`src/rtl/clock_meter_pkg.sv`:
```
// Shared types and defaults for the clock meter: FSM encodings and parameter defaults.
// Latency: none (declarations only).
// Backpressure: not applicable.
`timescale 1ns/1ps
package clock_meter_pkg;

  // Measurement FSM states, 3-bit encoded.
  typedef enum logic [2:0] {
    ST_IDLE    = 3'd0,
    ST_ACQUIRE = 3'd1,
    ST_MEASURE = 3'd2,
    ST_LOCKED  = 3'd3,
    ST_LOST    = 3'd4
  } state_e;

  localparam int unsigned STABLE_N_DEF = 4;
  localparam int unsigned TIMEOUT_DEF  = 1000;

  // Match counter width; covers the allowed STABLE_N range of 2..15.
  localparam int unsigned MATCH_W = 4;

endpackage

```
`src/rtl/edge_sync.sv`:
```
// Synchronises an asynchronous level into clk and flags its rising/falling edges.
// Latency: an edge sampled by clk is flagged 2 cycles later and acted on at the 3rd edge.
// Backpressure: none; edges are single-cycle strobes that cannot be stalled.
`timescale 1ns/1ps
module edge_sync (
  input  logic clk,
  input  logic rst_n,
  input  logic d,
  output logic rise,
  output logic fall,
  output logic level
);

  logic       s1_q, s2_q, s3_q;
  logic [2:0] fill_q;
  logic       hist_ok;

  // Two-flop synchronizer, one history flop, and a fill tracker for the pipeline.
  always_ff @(posedge clk or negedge rst_n) begin
    if (!rst_n) begin
      s1_q   <= 1'b0;
      s2_q   <= 1'b0;
      s3_q   <= 1'b0;
      fill_q <= 3'b000;
    end else begin
      s1_q   <= d;
      s2_q   <= s1_q;
      s3_q   <= s2_q;
      fill_q <= {fill_q[1:0], 1'b1};
    end
  end

  // Until s3 holds a real sample its reset 0 would make a high input look like a rise,
  // so edges are only reported once the history flop has been filled.
  assign hist_ok = fill_q[2];
  assign rise    = hist_ok &  s2_q & ~s3_q;
  assign fall    = hist_ok & ~s2_q &  s3_q;
  assign level   = s3_q;

endmodule

```
`src/rtl/clock_meter.sv`:
```
// Measures period and high time of an asynchronous square wave, reports lock and loss.
// Latency: outputs update 3 clk cycles after the sig_in edge that completes a measurement.
// Backpressure: none; period_valid is a one-cycle strobe with no ready handshake.
`timescale 1ns/1ps
module clock_meter
  import clock_meter_pkg::*;
#(
  parameter int CNT_W    = 16,
  parameter int STABLE_N = STABLE_N_DEF,
  parameter int TIMEOUT  = TIMEOUT_DEF
) (
  input  logic             clk,
  input  logic             rst_n,
  input  logic             sig_in,
  output logic [CNT_W-1:0] period,
  output logic [CNT_W-1:0] high_time,
  output logic             period_valid,
  output logic             locked,
  output logic             lost
);

  localparam logic [CNT_W-1:0]   CNT_MAX   = '1;
  localparam logic [CNT_W-1:0]   TIMEOUT_C = CNT_W'(TIMEOUT);
  localparam logic [MATCH_W-1:0] STABLE_C  = MATCH_W'(STABLE_N);

  logic               rise, fall, level;
  logic [CNT_W-1:0]   cnt_q, cnt_d;
  logic [CNT_W-1:0]   hcnt_q, hcnt_d;
  logic [CNT_W-1:0]   period_q, high_time_q;
  logic [MATCH_W-1:0] match_q;
  state_e             state_q;
  logic               pv_q, locked_q, lost_q;
  logic               measuring;
  logic               timed_out;

  edge_sync u_sync (
    .clk   (clk),
    .rst_n (rst_n),
    .d     (sig_in),
    .rise  (rise),
    .fall  (fall),
    .level (level)
  );

  // High time and period are only published while a measurement is in progress;
  // IDLE (no rise yet) and LOST keep the last published values.
  assign measuring = (state_q == ST_ACQUIRE) || (state_q == ST_MEASURE) ||
                     (state_q == ST_LOCKED);
  assign timed_out = !rise && (cnt_q >= TIMEOUT_C);

  // Next values of the saturating period and high-time counters.
  always_comb begin
    cnt_d  = cnt_q;
    hcnt_d = hcnt_q;
    if (rise) begin
      cnt_d  = CNT_W'(1);
      hcnt_d = CNT_W'(1);
    end else begin
      if (cnt_q != CNT_MAX) cnt_d = cnt_q + CNT_W'(1);
      if (level && !fall && hcnt_q != CNT_MAX) hcnt_d = hcnt_q + CNT_W'(1);
    end
  end

  // Counter registers and high-time capture on a falling edge.
  always_ff @(posedge clk or negedge rst_n) begin
    if (!rst_n) begin
      cnt_q       <= '0;
      hcnt_q      <= '0;
      high_time_q <= '0;
    end else begin
      cnt_q  <= cnt_d;
      hcnt_q <= hcnt_d;
      if (fall && measuring) high_time_q <= hcnt_q;
    end
  end

  // Measurement FSM with registered period, strobe, lock and loss outputs.
  always_ff @(posedge clk or negedge rst_n) begin
    if (!rst_n) begin
      state_q  <= ST_IDLE;
      period_q <= '0;
      match_q  <= '0;
      pv_q     <= 1'b0;
      locked_q <= 1'b0;
      lost_q   <= 1'b0;
    end else begin
      pv_q <= 1'b0;
      case (state_q)
        ST_IDLE: begin
          if (rise) state_q <= ST_ACQUIRE;
        end
        ST_ACQUIRE: begin
          if (rise) begin
            period_q <= cnt_q;
            pv_q     <= 1'b1;
            match_q  <= MATCH_W'(1);
            state_q  <= ST_MEASURE;
          end else if (timed_out) begin
            state_q <= ST_LOST;
            lost_q  <= 1'b1;
          end
        end
        ST_MEASURE: begin
          if (rise) begin
            period_q <= cnt_q;
            pv_q     <= 1'b1;
            if (cnt_q == period_q) begin
              match_q <= match_q + MATCH_W'(1);
              if ((match_q + MATCH_W'(1)) >= STABLE_C) begin
                state_q  <= ST_LOCKED;
                locked_q <= 1'b1;
              end
            end else begin
              match_q <= MATCH_W'(1);
            end
          end else if (timed_out) begin
            state_q <= ST_LOST;
            lost_q  <= 1'b1;
          end
        end
        ST_LOCKED: begin
          if (rise) begin
            period_q <= cnt_q;
            pv_q     <= 1'b1;
            if (cnt_q != period_q) begin
              match_q  <= MATCH_W'(1);
              state_q  <= ST_MEASURE;
              locked_q <= 1'b0;
            end
          end else if (timed_out) begin
            state_q  <= ST_LOST;
            locked_q <= 1'b0;
            lost_q   <= 1'b1;
          end
        end
        ST_LOST: begin
          if (rise) begin
            state_q <= ST_ACQUIRE;
            lost_q  <= 1'b0;
          end
        end
        default: begin
          state_q  <= ST_IDLE;
          locked_q <= 1'b0;
          lost_q   <= 1'b0;
        end
      endcase
    end
  end

  assign period       = period_q;
  assign high_time    = high_time_q;
  assign period_valid = pv_q;
  assign locked       = locked_q;
  assign lost         = lost_q;

endmodule

```
`config.mk`:
```
export PLATFORM = sky130hd
export DESIGN_NAME = clock_meter
export DESIGN_NICKNAME = d
export VERILOG_FILES = /design/src/rtl/clock_meter_pkg.sv /design/src/rtl/edge_sync.sv /design/src/rtl/clock_meter.sv
export SDC_FILE = /design/constraint.sdc
export NUM_CORES = 1
export LEC_CHECK = 0
export CAP_MARGIN = 10
export CELL_PAD_IN_SITES_DETAIL_PLACEMENT = 1
export CELL_PAD_IN_SITES_GLOBAL_PLACEMENT = 2
export CORE_MARGIN = 4
export CORE_UTILIZATION = 40
export DETAILED_ROUTE_END_ITERATION = 7
export PLACE_DENSITY_LB_ADDON = 0.15
export SLEW_MARGIN = 20
export SYNTH_ARGS = -nofsm -noshare
export SYNTH_HDL_FRONTEND = slang
export SYNTH_SLANG_ARGS = --single-unit
```
`constraint.sdc`:
```
create_clock -name clk -period 2.8 [get_ports clk]
set_clock_uncertainty 0.05 [all_clocks]
set_input_delay 0.28 -clock clk [delete_from_list [all_inputs] [get_ports clk]]
set_output_delay 0.28 -clock clk [all_outputs]
set_load 0.02 [all_outputs]
```
==> run_results.csv <==
group,metric,value,unit
worst_setup_path,critPathRequiredTime,3.03,ns
finish,design_area,4640,µm²
sta,timing.final.crit_share,79.6,%
sta,hold_viol,0,
sta,maxSlewViolCount,0,
clock_tree,cts_tree,"done",
finish,syn2layout_area_growth,17.9,%
placed_design,io_buffers,37,
worst_setup_path,critPathCaptureType,"register",
placed_design,placed_area,4440,µm²
outcome,outcome,"finished, final reports clean",
route,drt_iter0_drc,63,
clock_tree,cts_num_sinks,80,
die,core,9420,µm²
synth,synth-main-ff-cell,"dfrtp_1",
pwr,power_leakage,2.14,nW
synth,synthMuxAreaShare,5.85,%
job,cap_violations,0,
clock_tree,clk_path_buf_depth,2,
clock_tree,clock_latency,0.35,ns
global_routing,antenna_found_initial,0,
synth,synthesis.area,3940,µm²
sta,rsz0062_at_grt,"no",
finish,final_nets,433,
synth,synth_cell_type_count,47,
pwr,p_per_area,650,nW/µm²
synth,syn_nets,398,
worst_setup_path,critPathMaxFanout,12,
die,pin_count,38,
route,wl,9790,µm
worst_setup_path,criticalPathCategory,"reg -> reg",
global_routing,grt_overflow,0,
route,drtPass1Iterations,4,
sta,max_freq,449,MHz
placed_design,hpwl,6960,µm
global_routing,track_usage,18.7,%
worst_setup_path,cp.arrival,2.46,ns
sta,setup_viol,0,
worst_setup_path,start_kind,"register",
global_routing,grt_pass1_vias,3209,
global_routing,grt_max_degree,81,
finish,finalNonFillerCells,560,
finish,drive_above_1_share,13.5,%
finish,fillCellCount,1061,
die,die_w,107,µm
synth,ys_seq_area_share,50.9,%
clock_tree,clock-root-buffer,"clkbuf_8",
synth,synth_area_leaders,"dfrtp_1 (51%), nand2_1 (6.6%), xnor2_1 (4.9%), mux2_2 (4.6%), xor2_1 (3.8%)",
clock_tree,htree_levels,3,
placed_design,place.gp.congestion,0.777,
die,die_y,107,µm
synth,ys_warn_count,0,
die,start_util,41.8,%
finish,final_util,49.3,%
synth,synth-async-reset-ratio,100,%
synth,synthSimpleGateAreaFrac,21.4,%
synth,yosysTopAreaCellShare,50.9,%
clock_tree,cts_buffers,9,
route,vias,2976,
synth,synthAdderAreaFrac,1.27,%
synth,avgSynthCellArea,10.1,µm²
synth,synth-seq-cells,80,
sta,fin_crit,2.23,ns
sta,max_slew_margin,51.0,%
pwr,ir_drop,0.220,mV
synth,synth_compound_gate_area_share,8.17,%
sta,tightestPinTransition,0.735,ns
die,dieArea,11500,µm²
route,detail-route-antenna-nets,0,
sta,setup_tns,0,ns
clock_tree,clk_pin_slew,0.09,ns
synth,synth_top_family_by_area,"simple AND/OR/NAND/NOR gates",
placed_design,dp.cells,543,
route,route.detailed.drc,0,
route,vias_per_cell,5.31,
synth,postSynthCellCount,391,
synth,yosys.area.top_type,"dfrtp_1",
synth,synth_edf_count,0,
min_path,hold_class,"reg -> reg",
route,wl_per_cell,17.5,µm
global_routing,grt_pass1_wl,16900,µm
die,rows,35,
synth,synth_xor_area_share,8.68,%
finish,num_antenna_cells,0,
layout make-up:
type	instances	area, µm²	share of cell area (%)
Tap cell	129	161	3.48
Clock buffer	10	138	2.97
Timing Repair Buffer	50	472	10.2
Multi-Input combinational cell	278	1790	38.6
Inverter	7	26.3	0.566
Clock inverter	6	48.8	1.05
Sequential cell	80	2000	43.1
routing by layer:
layer  global-route usage [%]  share of wire, %  vias up
met1                     22.3                43     1511
met3                     3.97               3.0       10
met5                        0                 0        -
li1                         -                 -     1410
met4                     4.66              0.95        0
met2                     34.0                53       45
metrics by stage:
step	hold WS, ns	total power, mW	setup slack, ns
after floorplan	-0.0656	1.89	0.879
after global placement	0.282	2.20	0.674
after global routing	0.311	3.21	0.340
after detailed placement	0.286	2.22	0.609
final	0.307	3.02	0.571
after CTS	0.0862	3.06	0.582
critical path: stages, from the launching register on:
cell	delay, ns
dfrtp_1	0.48
nand3b_4	0.29
or3_1	0.53
nor4_1	0.56
a31o_2	0.24
repair_timing:
action | in CTS | in global routing
gates resized for setup | 0 | 0
endpoints found under the hold margin | 0 | 72
buffers inserted | 0 | 0
hold buffers | 0 | 1
cells in the mapped netlist, types with 4 or more instances:
master    number
dfrtp_1       80
nand2_1       69
nor2_1        28
xnor2_1       22
xor2_1        17
mux2_2        16
clkbuf_1      15
nand3_1       15
and3_1        12
o21ai_0       12
a21oi_1       10
buf_2         10
nand4_1        9
a211oi_1       7
inv_1          6
nor4_1         6
mux2i_1        5
nor3_1         5
or3_1          5
and4_1         4
ha_1           4
state kept, by name, indices dropped and copies added, names as in the netlist:
| register | count |
|---|---|
| u_sync.level | 1 |
| lost | 1 |
| period | 16 |
| hcnt_q | 16 |
| locked | 1 |
| state_q | 3 |
| cnt_q | 16 |
| u_sync.s1_q | 1 |
| high_time | 16 |
| u_sync.s2_q | 1 |
| u_sync.fill_q | 3 |
| match_q | 4 |
| period_valid | 1 |
final timing paths:
kind | from | end | slack, ns | cells past startpoint
min in group asynchronous | rst_n | high_time[14] | 0.51 | 2
hold reg to reg | u_sync.fill_q[0] | u_sync.fill_q[1] | 0.31 | 0
setup reg to reg | u_sync.level | match_q[2] | 0.57 | 4
max in group asynchronous | rst_n | cnt_q[6] | 1.69 | 2
hold / removal | u_sync.fill_q[0] | u_sync.fill_q[1] | 0.31 | 0
setup / recovery | u_sync.level | match_q[2] | 0.57 | 4
power breakdown:
part	internal, mW	total, mW	switching, mW	leakage (nW)
Clock	0.356	0.822	0.466	0.0859
Sequential	1.30	1.48	0.179	1.07
Combinational	0.325	0.716	0.391	0.987
Total	1.98	3.02	1.04	2.14
cell families (layout without fill, tap and decap cells):
logic type | Yosys count | after routing
AOI/OAI and AO/OA | 46 | 46
DFF | 80 | 80
adders and majority gates | 4 | 4
and+or+nand+nor | 167 | 167
muxes | 21 | 21
buffers and inverters | 33 | 73
other | 1 | 1
xor gates and xnor gates | 39 | 39
placed cells by master (no fill, tap or decap), types with 2 or more instances in the layout:
cell type	n
a2111oi_0	2
a211oi_1	7
nand2b_1	2
and2_1	2
a22o_1	2
xnor2_1	22
nand3b_1	2
a21oi_1	10
and4_1	4
mux2i_1	5
mux2_2	16
nand4_1	9
nor4_1	6
nand3_1	15
or3_1	5
a31o_2	2
o211ai_1	2
o32ai_1	2
clkdlybuf4s50_1	36
dfrtp_1	80
xor2_1	17
clkinvlp_4	3
inv_6	3
nand2_1	69
ha_1	4
inv_1	6
nor3_1	5
clkbuf_8	10
and3_1	12
o21ai_0	12
buf_4	12
nor2_1	27
No activity file was read; power rests on OpenSTA's default activity.
